### src/rtl/fifo_rd_serializer.sv
// fifo_rd_serializer: drains wide words from the synchronous FIFO read port
// and emits them as NUM_BEATS narrow beats on a valid/ready stream.
//
// state  | meaning
// -------+------------------------------------------------
// IDLE   | no word held, outputs quiet, pops as soon as the FIFO has data
// ACTIVE | word_q held, beat beat_cnt_q presented on data_o
//
// A new word is popped in the same cycle the final beat of the held word is
// accepted, so back-to-back words stream at one beat per cycle.
module fifo_rd_serializer #(
  parameter int IN_WIDTH  = 64,
  parameter int OUT_WIDTH = 16,
  parameter bit MSB_FIRST = 1'b0,
  parameter int NUM_BEATS = IN_WIDTH / OUT_WIDTH,
  parameter int CNT_W     = (NUM_BEATS > 1) ? $clog2(NUM_BEATS) : 1
) (
  input  logic                 clk_i,
  input  logic                 rst_ni,
  input  logic                 flush_i,
  input  logic                 fifo_empty_i,
  input  logic [IN_WIDTH-1:0]  fifo_data_i,
  output logic                 fifo_pop_o,
  output logic                 valid_o,
  input  logic                 ready_i,
  output logic [OUT_WIDTH-1:0] data_o,
  output logic                 last_o,
  output logic                 busy_o
);

  typedef enum logic {
    IDLE   = 1'b0,
    ACTIVE = 1'b1
  } state_e;

  if ((IN_WIDTH % OUT_WIDTH) != 0) begin : g_width_chk
    $error("fifo_rd_serializer: IN_WIDTH must be a multiple of OUT_WIDTH");
  end

  if (NUM_BEATS != IN_WIDTH / OUT_WIDTH) begin : g_beats_chk
    $error("fifo_rd_serializer: NUM_BEATS is derived and must not be overridden");
  end

  state_e               state_q, state_d;
  logic [CNT_W-1:0]     beat_cnt_q, beat_cnt_d;
  logic [IN_WIDTH-1:0]  word_q;
  logic                 active;
  logic                 last_beat;
  logic                 beat_acc;
  logic                 load;
  logic [CNT_W-1:0]     sel;

  assign active    = (state_q == ACTIVE);
  assign last_beat = (beat_cnt_q == CNT_W'(NUM_BEATS - 1));
  assign beat_acc  = active & ready_i;

  // Pop when nothing is held, or when the held word's final beat leaves this cycle.
  assign load = ~flush_i & ~fifo_empty_i & (~active | (beat_acc & last_beat));

  assign fifo_pop_o = load;
  assign valid_o    = active;
  assign last_o     = active & last_beat;
  assign busy_o     = active;

  // Next-state and beat counter; flush overrides load and beat acceptance.
  always_comb begin
    state_d    = state_q;
    beat_cnt_d = beat_cnt_q;
    if (flush_i) begin
      state_d    = IDLE;
      beat_cnt_d = '0;
    end else if (load) begin
      state_d    = ACTIVE;
      beat_cnt_d = '0;
    end else if (beat_acc) begin
      if (last_beat) begin
        state_d    = IDLE;
        beat_cnt_d = '0;
      end else begin
        beat_cnt_d = beat_cnt_q + CNT_W'(1);
      end
    end
  end

  // State and beat counter registers.
  always_ff @(posedge clk_i or negedge rst_ni) begin
    if (!rst_ni) begin
      state_q    <= IDLE;
      beat_cnt_q <= '0;
    end else begin
      state_q    <= state_d;
      beat_cnt_q <= beat_cnt_d;
    end
  end

  // Word holding register; only written on a pop, left as-is on flush.
  always_ff @(posedge clk_i or negedge rst_ni) begin
    if (!rst_ni) begin
      word_q <= '0;
    end else if (load) begin
      word_q <= fifo_data_i;
    end
  end

  // Beat select; output forced to zero while idle.
  always_comb begin
    sel    = MSB_FIRST ? (CNT_W'(NUM_BEATS - 1) - beat_cnt_q) : beat_cnt_q;
    data_o = '0;
    if (active) begin
      for (int i = 0; i < NUM_BEATS; i++) begin
        if (sel == CNT_W'(i)) begin
          data_o = word_q[i*OUT_WIDTH +: OUT_WIDTH];
        end
      end
    end
  end

  a_pop_not_empty : assert property (@(posedge clk_i) disable iff (!rst_ni)
    fifo_pop_o |-> !fifo_empty_i);

  a_stall_stable : assert property (@(posedge clk_i) disable iff (!rst_ni)
    (valid_o && !ready_i && !flush_i) |=> ($stable(data_o) && valid_o));

endmodule
### config.mk
export PLATFORM = sky130hd
export DESIGN_NAME = fifo_rd_serializer
export DESIGN_NICKNAME = d
export VERILOG_FILES = /design/src/rtl/fifo_rd_serializer.sv
export SDC_FILE = /design/constraint.sdc
export NUM_CORES = 1
export LEC_CHECK = 0
export ABC_AREA = 1
export CORE_MARGIN = 2
export CORE_UTILIZATION = 24
export CTS_CLUSTER_DIAMETER = 40
export DETAILED_ROUTE_END_ITERATION = 8
export PLACE_DENSITY_LB_ADDON = 0.08
export SETUP_SLACK_MARGIN = 0.2
export SLEW_MARGIN = 25
export SYNTH_ARGS = -nofsm -noshare
export SYNTH_HDL_FRONTEND = slang
export SYNTH_SLANG_ARGS = --single-unit
### constraint.sdc
create_clock -name clk_i -period 2.4 [get_ports clk_i]
set_clock_uncertainty 0.1 [all_clocks]
set_input_delay 0.6 -clock clk_i [delete_from_list [all_inputs] [get_ports clk_i]]
set_output_delay 0.6 -clock clk_i [all_outputs]
set_load 0.01 [all_outputs]
==> flow_summary.yaml, run 1 <==
final_layout:
  final.fill_count: 1443
  finalNetCount: 612
  final_cells: 719
  area_delta_synth_final_pct: 50.8
  mostFrequentLayoutCells: "245 x nand2_1, 69 x clkdlybuf4s50_1, 65 x dfrtp_1"
  final_common_cell: "nand2_1"
  diodes: 0
  multi_input_area_um2: 1590
  final_cell_area_um2: 4900
  drive_gt1_share_pct: 21.5
  regArea_um2: 1680
power:
  vdd_ir_drop_max_v: 0.000324
  comb_power_share_pct: 21.7
  p_per_area_nw_per_um2: 692
  p_int_mw: 2.41
  seq_power_share_pct: 43.8
  power_mw: 3.39
  leakage_nw: 2.47
  power_frac_clock_pct: 34.5
  p_sw_share_pct: 28.8
  p_sw_uw: 976
clock_network:
  clock_latency_ns: 0.32
  holdBufCountCts: 0
  cts_tree: "done"
  clockRootBuffer: "clkbuf_16"
  clockBufferDepth: 2
  clock-sinks: 67
  clk_pin_slew_ns: 0.05
  htreeDepth: 3
  numCtsBuffers: 9
die:
  rows: 42
  ioPinCount: 89
  die_area_um2: 14500
  fp.coreArea_um2: 13200
  die_w_um: 120
  initial_core_util_pct: 24.5
  fp.dieH_um: 120
placed_design:
  place_hpwl_um: 6520
  dp.cells: 702
  port_buffers: 88
  routabilityCongestion: 0.784
  placed_cell_area_um2: 4400
timing:
  setup_violations: 0
  slew_headroom_pct: 60.8
  timing.fmax_mhz: 417
  rsz0062_at_grt: "true"
  final_hold_viol_count: 0
  fin_crit_ns: 2.40
  finalCritPeriodShare_pct: 100
  tightest_slew_ns: 0.589
  finalMaxSlewViolations: 0
worst_setup_path:
  r2r-start: "beat_cnt_q[0]$_DFFE_PN0P_"
  arrival_ns: 1.70
  critPathKind: "primary input to output pin"
  path_max_fanout: 2
  worstRegToRegCells: 9
  r2r-end: "word_q[16]$_DFFE_PN0P_"
  cp-start-kind: "primary input"
  crit_required_ns: 1.70
  cp-end-kind: "output pin"
  reg2reg_slack_ns: 0.43
drt:
  via_per_inst: 4.20
  drc_errors: 0
  route.vias.total: 3023
  dr.pass1.iters: 4
  routed_wl_um: 9680
  ant_nets: 0
  post_drt_wl_per_cell_um: 13.5
  initialDrtViolationCount: 122
status:
  status: "finished, final reports clean"
yosys:
  synth_ff_type: "dfrtp_1"
  synth_cells: 444
  ys_seq_area_share_pct: 51.6
  synth_edf_count: 0
  synth_area_um2: 3250
  yosysWarnings: 0
  syn_nets: 517
  synth.avg_cell_area_um2: 7.32
  async_flop_share_pct: 100
  ys_seq_elements: 67
  yosysUniqueCellTypes: 16
global_route:
  grt_busiest_layer: "met2"
  grt_pass1_wl_um: 16100
  first_global_vias: 3275
  grt.total_usage_pct: 14.3
  grtUsageMet2_pct: 23.9
  antenna_found_initial: 0
  use_met3_pct: 4.20
  grt.overflow.total: 0
  grt_max_degree: 68
  use_met1_pct: 18.3
hold_path:
  hold_path.class: "primary input to asynchronous set/reset pin"
flow_run:
  drv_cap: 0
==> synthesized netlist by cell type (2+ instances only) <==
cell type,instances,share of area (%)
nand2_1,257,30
dfrtp_1,67,52
a21oi_1,27,4.2
inv_1,20,2.3
nor2_1,15,1.7
nand3_1,12,1.8
o21ai_0,12,1.8
buf_2,9,1.4
buf_4,8,1.8
clkbuf_1,7,0.81
ha_1,4,1.5
inv_2,2,0.23
==> layout make-up <==
type / count / area share (%)
multi-input combinational: 330 / 32.5
tap: 176 / 4.49
timing repair buffer: 109 / 21.4
clock inverter: 3 / 0.306
sequential: 67 / 34.3
inverter: 22 / 1.94
clock buffer: 12 / 5.03
==> power by group through the flow <==
| stage | clock network [mW] | registers (mW) | logic, mW |
|---|---|---|---|
| floorplan | 0 | 1.46 | 0.377 |
| global placement | 0 | 1.48 | 0.703 |
| detailed placement | 0 | 1.49 | 0.708 |
| CTS | 1.22 | 1.48 | 0.734 |
| global route | 1.26 | 1.51 | 0.849 |
| finish | 1.17 | 1.48 | 0.737 |
==> what timing repair did <==
item,in CTS,in global routing
endpoints found under the hold margin,0,0
pin swaps,14,12
resized for setup,117,38
endpoints found under the setup margin,84,42
setup buffers,1,1
==> state kept, by name, indices dropped and copies added (netlist names) <==
signal / count
beat_cnt_q: 2
busy_o: 1
word_q: 64
==> worst max path at each step <==
| stage | from | to | slack, ns | depth (start not counted) |
|---|---|---|---|---|
| 2_1_floorplan | beat_cnt_q[0]$_DFFE_PN0P_ | data_o[0] | 0.30 | 7 |
| 3_3_place_gp | ready_i | fifo_pop_o | -0.29 | 6 |
| 3_5_place_dp | ready_i | fifo_pop_o | -0.27 | 6 |
| 4_1_cts | beat_cnt_q[0]$_DFFE_PN0P_ | data_o[12] | -0.03 | 9 |
| 5_1_grt | beat_cnt_q[1]$_DFFE_PN0P_ | data_o[1] | -0.07 | 9 |
| 6_report | ready_i | fifo_pop_o | 0.0008 | 6 |
==> metal layers <==
| layer | vias to the layer above | routed length, µm |
|---|---|---|
| met4 | 0 | 151 |
| met3 | 11 | 422 |
| li1 | 1551 | - |
| met2 | 71 | 4600 |
| met1 | 1390 | 4500 |
| met5 | - | 0 |
==> worst max-delay path, cell delays in order <==
cell and delay, ns:
clkdlybuf4s50_1 0.48, inv_1 0.04, nand2_1 0.11, nand3_4 0.13, inv_2 0.07, dlygate4sd2_1 0.26
==> stage by stage <==
stage / hold slack, ns / setup slack [ns] / utilization (%) / TNS, ns
floorplan: 0.204 / 0.299 / - / 0
global placement: 0.360 / -0.286 / 33.2 / -2.76
detailed placement: 0.360 / -0.270 / 33.2 / -2.53
CTS: 0.215 / -0.0285 / 36.0 / -0.293
global route: 0.220 / -0.0699 / 37.0 / -0.683
finish: 0.191 / 0.000755 / 37.0 / 0
==> kinds of logic (layout without fill, tap and decap cells) <==
kind of cell	after synthesis	in the layout	share of synthesized area (%)
AO/OA/AOI/OAI	40	40	6.20
adder cells (fa/ha/maj)	4	4	1.54
buffers and inverters	47	146	6.93
flip-flops	67	67	51.6
AND/OR/NAND/NOR	286	286	33.8
(Power assumes the default switching activity.)
==> inputs of run 2 (changes only) <==
- CAP_MARGIN: not set -> 10
==> results of run 2 <==
Same layout as run 1: the final DEF is identical, and so are final timing and power.
